--- config.mk ---
export PLATFORM = sky130hd
export DESIGN_NAME = alu_writeback_queue
export DESIGN_NICKNAME = d
export VERILOG_FILES = /design/src/rtl/alu_writeback_queue.sv
export SDC_FILE = /design/constraint.sdc
export NUM_CORES = 1
export LEC_CHECK = 0
export BUFFER_PORTS_ARGS = -buffer_cell sky130_fd_sc_hd__clkbuf_2
export CORE_UTILIZATION = 52
export DETAILED_ROUTE_END_ITERATION = 12
export MAX_ROUTING_LAYER = met4
export PLACE_DENSITY = 0.78
export SETUP_SLACK_MARGIN = 0.2
export SKIP_LAST_GASP = 1
export SYNTH_ARGS = -nofsm -noshare
export SYNTH_HDL_FRONTEND = slang
export SYNTH_SLANG_ARGS = --single-unit
--- constraint.sdc ---
create_clock -name Clock -period 1.9 [get_ports Clock]
set_input_delay 0.38 -clock Clock [delete_from_list [all_inputs] [get_ports Clock]]
set_output_delay 0.38 -clock Clock [all_outputs]
set_load 0.05 [all_outputs]
--- src/rtl/alu_writeback_queue.sv ---
// alu_writeback_queue: condition-gated FIFO between ALU result and register-file write port.
// Latency: a stored result is visible on out_* the cycle after its accept edge (0 with WB_BYPASS_EN on an empty queue).
// Backpressure: in_ready drops when DEPTH entries are held; out_* holds steady while out_ready is low.
//
// Optional feature macro: WB_BYPASS_EN (empty-queue combinational pass-through of a passing result).
// Ports:
//   Clock, Reset (async, active-low)
//   in_valid/in_ready/in_data/in_flags{Z,C,N,O}/in_dest/in_cond : ALU result side
//   out_valid/out_ready/out_data/out_dest                       : register-file write side
//   count (occupancy), drop_count (saturating count of condition-failed results)
module alu_writeback_queue #(
  parameter int DATA_WIDTH = 32,
  parameter int DEPTH      = 4,
  parameter int DEST_W     = 3
) (
  input  logic                    Clock,
  input  logic                    Reset,
  input  logic                    in_valid,
  output logic                    in_ready,
  input  logic [DATA_WIDTH-1:0]   in_data,
  input  logic [3:0]              in_flags,
  input  logic [DEST_W-1:0]       in_dest,
  input  logic [3:0]              in_cond,
  output logic                    out_valid,
  input  logic                    out_ready,
  output logic [DATA_WIDTH-1:0]   out_data,
  output logic [DEST_W-1:0]       out_dest,
  output logic [$clog2(DEPTH):0]  count,
  output logic [7:0]              drop_count
);

  localparam int AW = $clog2(DEPTH);
  localparam logic [AW:0] FULL_CNT = (AW+1)'(DEPTH);

  logic [DATA_WIDTH-1:0] data_mem [DEPTH];
  logic [DEST_W-1:0]     dest_mem [DEPTH];
  logic [AW-1:0]         wr_ptr;
  logic [AW-1:0]         rd_ptr;
  logic                  ready_en;
  logic                  cond_pass;
  logic                  accept;
  logic                  stored_vld;
  logic                  push;
  logic                  pop;
  logic                  bypass;
  logic                  flag_z, flag_c, flag_n, flag_o;

  assign {flag_z, flag_c, flag_n, flag_o} = in_flags;

  always_comb begin
    cond_pass = 1'b0;
    case (in_cond)
      4'd0:  cond_pass = 1'b1;
      4'd1:  cond_pass = flag_z;
      4'd2:  cond_pass = !flag_z;
      4'd3:  cond_pass = flag_c;
      4'd4:  cond_pass = !flag_c;
      4'd5:  cond_pass = flag_n;
      4'd6:  cond_pass = !flag_n;
      4'd7:  cond_pass = flag_o;
      4'd8:  cond_pass = !flag_o;
      4'd9:  cond_pass = flag_c && !flag_z;
      4'd10: cond_pass = !flag_c || flag_z;
      4'd11: cond_pass = (flag_n == flag_o);
      4'd12: cond_pass = (flag_n != flag_o);
      4'd13: cond_pass = !flag_z && (flag_n == flag_o);
      4'd14: cond_pass = flag_z || (flag_n != flag_o);
      default: cond_pass = 1'b0;
    endcase
  end

  // ready_en keeps in_ready low through reset and rises on the first edge after release.
  assign in_ready   = ready_en && (count < FULL_CNT);
  assign accept     = in_valid && in_ready;
  assign stored_vld = (count != '0);
  assign pop        = stored_vld && out_ready;

`ifdef WB_BYPASS_EN
  // Empty queue and a willing consumer: hand the result straight through, never stored.
  assign bypass    = accept && cond_pass && !stored_vld && out_ready;
  assign out_valid = stored_vld || bypass;
  assign out_data  = bypass ? in_data : data_mem[rd_ptr];
  assign out_dest  = bypass ? in_dest : dest_mem[rd_ptr];
`else
  assign bypass    = 1'b0;
  assign out_valid = stored_vld;
  assign out_data  = data_mem[rd_ptr];
  assign out_dest  = dest_mem[rd_ptr];
`endif

  assign push = accept && cond_pass && !bypass;

  always_ff @(posedge Clock or negedge Reset) begin
    if (!Reset) begin
      ready_en   <= 1'b0;
      wr_ptr     <= '0;
      rd_ptr     <= '0;
      count      <= '0;
      drop_count <= '0;
      for (int i = 0; i < DEPTH; i++) begin
        data_mem[i] <= '0;
        dest_mem[i] <= '0;
      end
    end else begin
      ready_en <= 1'b1;
      if (push) begin
        data_mem[wr_ptr] <= in_data;
        dest_mem[wr_ptr] <= in_dest;
        wr_ptr           <= wr_ptr + 1'b1;
      end
      if (pop) begin
        rd_ptr <= rd_ptr + 1'b1;
      end
      case ({push, pop})
        2'b10:   count <= count + 1'b1;
        2'b01:   count <= count - 1'b1;
        default: count <= count;
      endcase
      if (accept && !cond_pass && (drop_count != 8'hFF)) begin
        drop_count <= drop_count + 1'b1;
      end
    end
  end

endmodule

### After elaboration in Yosys (flattened, before gate mapping)

Index checks and enable logic that the tools add are counted.

| cells by class | value |
|---|---|
| add/subtract/negate cells | 5 |
| multipliers | 0 |
| div/mod/pow operators | 0 |
| $lt $le $gt $ge | 4 |
| equality and inequality tests | 19 |
| shift-type cells | 0 |
| multiplexer cells | 14 |
| bitwise operators | 2 |
| reductions and logical operators | 19 |

Operators by type and width:

| kind | number |
|---|---|
| $bwmux W128 | 1 |
| $mux W32 | 3 |
| $bmux W32 S2 | 1 |
| $demux W32 S2 | 1 |
| $eq A4 B4 Y1 const B | 7 |
| $eq A4 B3 Y1 const B | 4 |
| $pmux W1 S15 | 1 |
| $bwmux W12 | 1 |
| $logic_and A1 B1 Y1 | 9 |
| $mux W3 | 3 |
| $add A8 B1 Y8 const B | 1 |
| $eq A4 B2 Y1 const B | 2 |
| $ne A8 B8 Y1 const B | 1 |
| $bmux W3 S2 | 1 |
| $demux W3 S2 | 1 |
| $ge A3 B3 Y1 const B | 2 |
| $not A2 Y3 | 2 |
| $pmux W3 S2 | 1 |
| $logic_not A1 Y1 | 5 |
| $add A2 B1 Y2 const B | 2 |
| $eq A4 B1 Y1 const B | 1 |
| $logic_not A4 Y1 | 1 |
| $add A3 B1 Y3 const B | 1 |
| $lt A3 B1 Y1 const B | 1 |
| other kinds (9) | 10 |

| storage, ports and cells | value |
|---|---|
| register bits after elaboration | 156 |
| bits in latches | 0 |
| RAM bits | 0 |
| memory bits (read-only) | 0 |
| bits of input ports | 47 |
| logic and storage cells | 76 |
| memories | 0 |

### Depth between registers and ports, before layout

Gate-level depths: netlist of the first run.

| depth | value |
|---|---|
| word-level depth | 6 |
| depth in mapped cells | 14 |
| depth with buffers taken out | 12 |

### Worst setup path after synthesis of the first run

Ideal clock, no wire load.

| timing | value |
|---|---|
| kind | register to register |
| start | reg count[2] |
| end | reg count[2] |
| arrival time | 2.929 ns |
| data required time | 1.755 ns |
| slack | -1.174 ns |
| stages on the path, launching flop included | 13 |
| path buffers | 1 |
| clock period less this slack | 3.074 ns |
| path through | dfrtp_1 nor2b_1 and2_1 clkbuf_1 inv_1 nor2_1 inv_1 ha_1 inv_1 fa_1 xor2_1 nor2_1 xor2_1 |

| between the ends | value |
|---|---|
| word-level cells in the longest chain between the ends | 6 |

Ends and longest elaborated chain:

| what | line | text |
|---|---|---|
| start: declaration | 28 | `output logic [$clog2(DEPTH):0] count,` |
| start signal: assignment | 115 | `2'b10: count <= count + 1'b1;` |
| start signal: assignment | 116 | `2'b01: count <= count - 1'b1;` |
| start signal: assignment | 117 | `default: count <= count;` |
| $lt A3 B3 Y1 (*) | 73 | `assign in_ready = ready_en && (count < FULL_CNT);` |
| $logic_and A1 B1 Y1 (*) | 73 |  |
| via in_ready | 19 | `output logic in_ready,` |
| $logic_and A1 B1 Y1 (*) | 74 | `assign accept = in_valid && in_ready;` |
| $logic_and A1 B1 Y1 (*) | 91 | `assign push = accept && cond_pass && !bypass;` |
| $eq A2 B1 Y1 / $eq A2 B2 Y1 (equally long branches) | 114 | `case ({push, pop})` |
| $pmux W3 S2 / $reduce_bool A2 Y1 (equally long branches) | -- |  |

Mark *: on every way through the listed nets, which the timed path passes. The rest lies on a longest branch.
A chain may end at the register's enable or synchronous reset.

### Final worst setup path of the first run

| timing | value |
|---|---|
| start | reg rd_ptr[0] |
| end | out out_data[15] |

| between the ends | value |
|---|---|
| word-level cells in the longest chain between the ends | 4 |

Ends and longest elaborated chain:

| what | line | text |
|---|---|---|
| start: declaration | 38 | `logic [AW-1:0] rd_ptr;` |
| start signal: assignment | 112 | `rd_ptr <= rd_ptr + 1'b1;` |
| $not A2 Y3 (not written as such) | 87 | `assign out_data = data_mem[rd_ptr];` |
| $bmux W32 S2 | 87 |  |
| $mux W32 (not written as such) (2 in series) | 87 |  |
| end: declaration | 26 | `output logic [DATA_WIDTH-1:0] out_data,` |

Every way passes these cells. The select of a mux whose other input is x is not followed.

==> flow_summary.toml, run 1 <==
[sta]
fin_crit_sh_pct = 119.0
hold_viol_final = 0
worstMarginPinSlew_ns = 0.5224
fmax_mhz = 442.2
finalCriticalPeriod_ns = 2.261
skew_ns = 0.008012
maxSlewHeadroom_pct = 65.17
setup_violations = 172
drv_slew = 0
final.setup.worst_slack_ns = -0.3613
rsz0062_at_grt = "true"

[worst_hold_path]
min_from = "in_data[25]"
min_to = "data_mem[25]"
hp-class = "in -> reg"
hold_depth = 2

[cts]
cts_max_level = 4
ctsRootBufferMaster = "clkbuf_16"
cts_sinks = 156
clk_pin_slew_worst_paths_ns = 0.06
cts_buffers = 17
ctsLongestPathBuffers = 2
cts_tree = "yes"
clock_latency_ns = 0.43

[floorplanning]
core-area_um2 = 13930
dieWidth_um = 121.6
io_pins = 95
rows = 43
start_util_pct = 53.36
die-area_um2 = 14780
die_h_um = 121.6

[routing]
ant_nets = 0
wl_per_cell_um = 22.35
vias = 4511
drtPass1Iterations = 4
drtIter0Drc = 218
drt_drc_violations_left = 0
drt-total-wl_mm = 18.10
viasPerCell = 5.569

[place]
placed_cell_area_um2 = 8763
port_buffers = 94
placed_cells = 731
gp_congestion = 0.7615
dp.final_hpwl_mm = 10.21

[setup_path]
path_depth = 4
crit_type = "reg -> out"
cp_max_fo = 8
cp_cell_sequence = "buf_12 > buf_12 > mux4_2 > buf_8"
cp_num_buf_inv = 3
slowest_stage = "mux4_2"
rrSetupSlack_ns = -0.04
arrival_ns = 1.88
r2r_start = "count[2]"
slowest_delay_ns = 0.55
startpoint = "rd_ptr[0]"
required_ns = 1.52
r2r-end = "data_mem[96]"
end_kind = "primary output"
cp-start-kind = "register"
crit_path_frequent_cell = "buf_12"
worstRegToRegCells = 9
cpLargestDelayFamily = "multiplexers"

[power_and_ir_drop]
p_sw_mw = 7.472
pwr_density_cell_nw_per_um2 = 1896
vdd_drop_max_mv = 1.135
intPower_mw = 12.75
switching_share_pct = 36.94
power_frac_seq_pct = 29.0
p_comb_share_pct = 52.8
clkPwrFrac_pct = 18.2
p_leak_nw = 4.915

[status]
violations = "setup timing"
status = "finished with violations"

[global_route]
antenna_found_initial = 0
first_global_vias = 5109
grt-ovfl-total = 0
grt_max_degree = 53
grt.total_usage_pct = 27.30
grt_pass1_wl_mm = 28.70

[yosys]
syn-num-nets = 498
avgSynthCellArea_um2 = 16.75
ys_ff_latch = 156
postSynthCellCount = 444
syn-cell-area_um2 = 7436
synth_warnings = 0
ys_seq_area_share_pct = 52.50
yosysUniqueCellTypes = 44

[cells_and_area]
multi_input_area_um2 = 3721
final_cell_area_um2 = 10670
syn2layout_area_growth_pct = 43.45
seqCellArea_um2 = 3908
diodes = 0
layout_common_cells = "dfrtp_1 (153), mux2_4 (142), clkbuf_2 (49)"
stdcell_count = 810
final_common_cell = "dfrtp_1"
nets = 671
drive_above_1_share_pct = 67.62
fillers = 766
final_util_pct = 76.55

[job]
cap_violations = 0
-- final cells by class --
type / instances / area share (%)
sequential: 156 / 36.63
multi-input combinational: 256 / 34.89
clock buffer: 19 / 4.152
timing repair buffer: 179 / 20.13
tap: 180 / 2.111
clock inverter: 13 / 1.842
inverter: 7 / 0.2463
-- state kept, by name (all words and copies together), names as in the netlist --
name and cells:
wr_ptr 2, ready_en 1, data_mem 128, count 3
dest_mem 12, rd_ptr 2, drop_count 8
-- per-stage QoR --
step           total power, mW  worst slack (ns)  TNS [ns]  hold slack [ns]
2_1_floorplan            12.66           -0.5518    -35.32          0.08441
3_3_place_gp             14.26           -0.5256    -64.73           0.3562
3_5_place_dp             14.53           -0.6773    -68.44           0.3685
4_1_cts                  19.70           -0.3565    -21.41           0.2262
5_1_grt                  21.06           -0.4018    -28.65           0.2337
6_report                 20.23           -0.3613    -21.04           0.2368
-- power groups by stage --
stage          clock network, mW  logic, mW  registers, mW
2_1_floorplan                  0       6.93           5.73
5_1_grt                     3.89       11.1           6.03
3_3_place_gp                   0       8.56           5.70
3_5_place_dp                   0       8.71           5.82
6_report                    3.69       10.7           5.86
4_1_cts                     3.73       10.2           5.81
-- cell usage after synthesis (all sizes together) --
cell | n | area [um2]
ha | 6 | 75.07
mux2i | 3 | 30.03
and3 | 1 | 6.260
fa | 1 | 20.02
a311oi | 1 | 8.760
inv | 7 | 26.28
nand2 | 9 | 33.78
xor2 | 4 | 35.03
nor3b | 1 | 12.51
nor2 | 10 | 85.08
dfrtp | 156 | 3904
nand4 | 3 | 18.77
or2 | 1 | 6.260
clkbuf | 5 | 18.77
nand2b | 1 | 6.260
nor4bb | 1 | 10.01
a21boi | 2 | 15.01
nor2b | 2 | 12.51
conb | 1 | 3.750
buf | 20 | 226.5
and2b | 1 | 7.510
nand3 | 3 | 15.01
or2b | 4 | 30.03
and3b | 1 | 8.760
and4 | 1 | 8.760
o311a | 1 | 10.01
o22ai | 1 | 20.02
or3 | 1 | 6.260
a22oi | 1 | 7.510
and2 | 3 | 18.77
nand4b | 1 | 8.760
o211ai | 1 | 12.51
mux4 | 35 | 788.3
xnor2 | 9 | 78.83
nor3 | 1 | 5.000
a32oi | 1 | 8.760
mux2 | 144 | 1847
-- how the worst max path moves through the flow --
stage                   end
6_report       out_data[15]
5_1_grt        out_data[15]
4_1_cts         out_data[2]
3_5_place_dp       count[2]
3_3_place_gp       count[2]
2_1_floorplan      count[2]
-- logic make-up (layout without fill, tap and decap cells) --
group	count (synthesis)	count (layout)	share of synthesized area, %
xor gates and xnor gates	13	13	1.531
AOI/OAI and AO/OA	8	8	1.111
buffers and inverters	32	218	3.651
adders and majority gates	7	7	1.279
and+or+nand+nor	45	45	4.039
other	1	1	0.05043
muxes	182	182	35.84
DFF	156	156	52.50
-- layer usage --
layer / part of all wire (%) / GRT usage [%]
met1: 43 / 34.07
met3: 3.6 / 6.039
met4: 2.3 / 10.49
met2: 51 / 43.61
met5: 0 / -
-- what timing repair did --
item	CTS	global route
hold buffers	1	0
pin swaps	11	10
endpoints found under the setup margin	181	184
cloned	11	0
setup buffers	25	10
resized for setup	101	73
endpoints found under the hold margin	47	0
Power figures use the tool's default switching activity.
==> run 2, diff against run 1 <==
--- a/config.mk
+++ b/config.mk
@@ -5,11 +5,12 @@
 export SDC_FILE = /design/constraint.sdc
 export NUM_CORES = 1
 export LEC_CHECK = 0
+export ABC_AREA = 1
 export BUFFER_PORTS_ARGS = -buffer_cell sky130_fd_sc_hd__clkbuf_2
-export CORE_UTILIZATION = 52
+export CORE_UTILIZATION = 53
 export DETAILED_ROUTE_END_ITERATION = 12
 export MAX_ROUTING_LAYER = met4
-export PLACE_DENSITY = 0.78
+export PLACE_DENSITY = 0.79
 export SETUP_SLACK_MARGIN = 0.2
 export SKIP_LAST_GASP = 1
 export SYNTH_ARGS = -nofsm -noshare
==> run 2 against run 1 <==
Net effect: the run still ends with setup timing left; non-clock buffer count increased by 2; clock skew decreased by 0.0036 ns; synthesized area increased by 5.8%; clock-buffer cell count increased by 4; die area increased by 3.8%; power increased by 11%; global-route usage increased by 6.1 points; setup slack improved by 0.13 ns; register-to-register slack improved by 0.17 ns; critical endpoint unchanged; highest routed layer unchanged.
==> flow_summary.toml, run 2 <==
[status]
status = "finished with violations"
violations = "setup timing"

[power_and_ir_drop]
pwr_density_cell_nw_per_um2 = 1997
clkPwrFrac_pct = 15.4
power_frac_seq_pct = 24.7
intPower_mw = 12.10
switching_share_pct = 45.87
p_leak_nw = 5.493
p_sw_mw = 10.25
p_comb_share_pct = 59.9
vdd_drop_max_mv = 1.236
power_mw = 22.36

[floorplanning]
die_h_um = 123.8
io_pins = 95
die-area_um2 = 15340
core-area_um2 = 14530
start_util_pct = 54.14
rows = 44
dieWidth_um = 123.8

[setup_path]
cp_max_fo = 29
required_ns = 1.52
cp-start-kind = "register"
crit_type = "reg -> out"
slowest_delay_ns = 0.41
arrival_ns = 1.75
cp_cell_sequence = "buf_12 > buf_12 > o21ai_0 > o22ai_4 > buf_12"
cp_num_buf_inv = 3
end_kind = "primary output"
rrSetupSlack_ns = 0.13
cpLargestDelayFamily = "buffers and inverters"
crit_path_frequent_cell = "buf_12"
slowest_stage = "dfrtp_2"

[sta]
finalCriticalPeriod_ns = 2.131
whs_ns = 0.2438
skew_ns = 0.004439
setup_violations = 35
finalSetupTns_ns = -5.792
final.setup.worst_slack_ns = -0.2310
fmax_mhz = 469.3
drv_slew = 0
fin_crit_sh_pct = 112.2
hold_viol_final = 0
rsz0062_at_grt = "true"

[yosys]
synth_top_family_by_area = "simple AND/OR/NAND/NOR gates"
postSynthCellCount = 982
avgSynthCellArea_um2 = 8.013
synthAdderAreaFrac_pct = 1.208
ys_top_cells_by_area = "dfrtp_1 (50%), nand2_1 (16%), nand4_1 (12%)"
synth_compound_area_share_pct = 7.791
ys_ff_latch = 156
syn-num-nets = 1036
synthArstFlopShare_pct = 100.0
synth-main-ff-cell = "dfrtp_1"
synth-simple-area-share_pct = 33.85
synth.most_common_cell = "nand2_1"
syn-cell-area_um2 = 7869
synth_warnings = 0
synth_edf_count = 0
synth_top_area_share_pct = 49.61
synthMuxAreaShare_pct = 0
yosysUniqueCellTypes = 28
synth-xor-area-share_pct = 1.002
synth_common_cells = "nand2_1 (328), dfrtp_1 (156), nand4_1 (151)"
synth_top_area_cell = "dfrtp_1"
ys_seq_area_share_pct = 49.61

[cells_and_area]
top_regs = "data_mem (128), dest_mem (12), drop_count (8)"
final_util_pct = 77.02
diodes = 0
drive_above_1_share_pct = 29.20
nets = 1154
layout_common_cells = "nand2_1 (317), nand4_1 (151), dfrtp_1 (150)"
regMostFlops = "data_mem"
final_common_cell = "nand2_1"
largest_reg_flops = 128
syn2layout_area_growth_pct = 42.26

[global_route]
grt_pass1_wl_mm = 37.78
grt.total_usage_pct = 33.38
first_global_vias = 7561
grt_max_degree = 68
antenna_found_initial = 0
grt-ovfl-total = 0

[job]
cap_violations = 0

[routing]
drtPass1Iterations = 7
drt-total-wl_mm = 25.41
drtIter0Drc = 997
ant_nets = 0
vias = 8096
drt_drc_violations_left = 0
wl_per_cell_um = 19.59
viasPerCell = 6.242

[place]
gp_congestion = 0.8400
dp.final_hpwl_mm = 13.41
port_buffers = 94
dp_slack_ns = -0.4080

[cts]
cts_sinks = 156
clock_latency_ns = 0.42
ctsLongestPathBuffers = 2
cts_buffers = 17
ctsRootBufferMaster = "clkbuf_16"
clk_pin_slew_worst_paths_ns = 0.06
cts_tree = "yes"
cts_max_level = 4

[worst_hold_path]
hp-class = "in -> reg"
==> run 2: timing repair <==
action                     4_1_cts  5_1_grt
setup endpoints to repair      186      186
gates resized for setup         93       87
hold endpoints to repair        39        0
buffers inserted                10       11
hold buffers                     1        0
gates cloned                     2        8
pin swaps                        5       25
==> run 2: logic make-up (layout without fill, tap and decap cells) <==
logic type / after synthesis / in the layout
AND/OR/NAND/NOR: 587 / 587
flip-flops: 156 / 156
AO/OA/AOI/OAI: 113 / 113
buffers and inverters: 109 / 240
XOR/XNOR: 9 / 9
adder cells (fa/ha/maj): 7 / 7
other: 1 / 1
==> run 2: power groups by stage <==
stage | combinational, mW | sequential, mW | clock [mW]
3_5_place_dp | 11.7 | 5.41 | 0
4_1_cts | 12.5 | 5.43 | 3.47
6_report | 13.4 | 5.52 | 3.44
2_1_floorplan | 7.68 | 5.43 | 0
3_3_place_gp | 11.5 | 5.37 | 0
5_1_grt | 14.1 | 5.65 | 3.61
==> run 2: worst paths after layout <==
kind / to / depth (start not counted) / startpoint
worst max-delay path: out_data[15] / 5 / rd_ptr[0]
worst min-delay path: data_mem[101] / 3 / in_data[5]
worst max register to register: count[2] / 9 / count[2]
worst min register to register: data_mem[64] / 2 / data_mem[64]
max in group asynchronous: data_mem[46] / 3 / Reset
min in group asynchronous: data_mem[8] / 2 / Reset
==> run 2: tightest hold or removal path: stages <==
cell      delay (ns)
clkbuf_2        0.11
nand4_1         0.09
nand2_1         0.05
==> run 2: layout make-up <==
class | count | area, um2
Inverter | 26 | 135.1
Clock buffer | 23 | 488.0
Clock inverter | 9 | 110.1
Timing Repair Buffer | 181 | 2130
Sequential cell | 156 | 3911
Tap cell | 184 | 230.2
Timing Repair inverter | 1 | 6.256
Multi-Input combinational cell | 717 | 4184
Fill cell | 901 | 3339
==> run 2: through the flow <==
step	instance area, um2	std cells
CTS	10700	1278
finish	11190	1297
global route	11190	1297
floorplan	8489	982
detailed placement	9754	1233
global placement	9754	1233
==> run 2: layer usage <==
layer,up-vias,part of all wire (%),global-route usage (%)
met3,85,9.4,6.960
li1,3615,-,-
met2,502,49,52.12
met4,0,3.1,14.68
met5,-,0,-
met1,3894,38,42.03
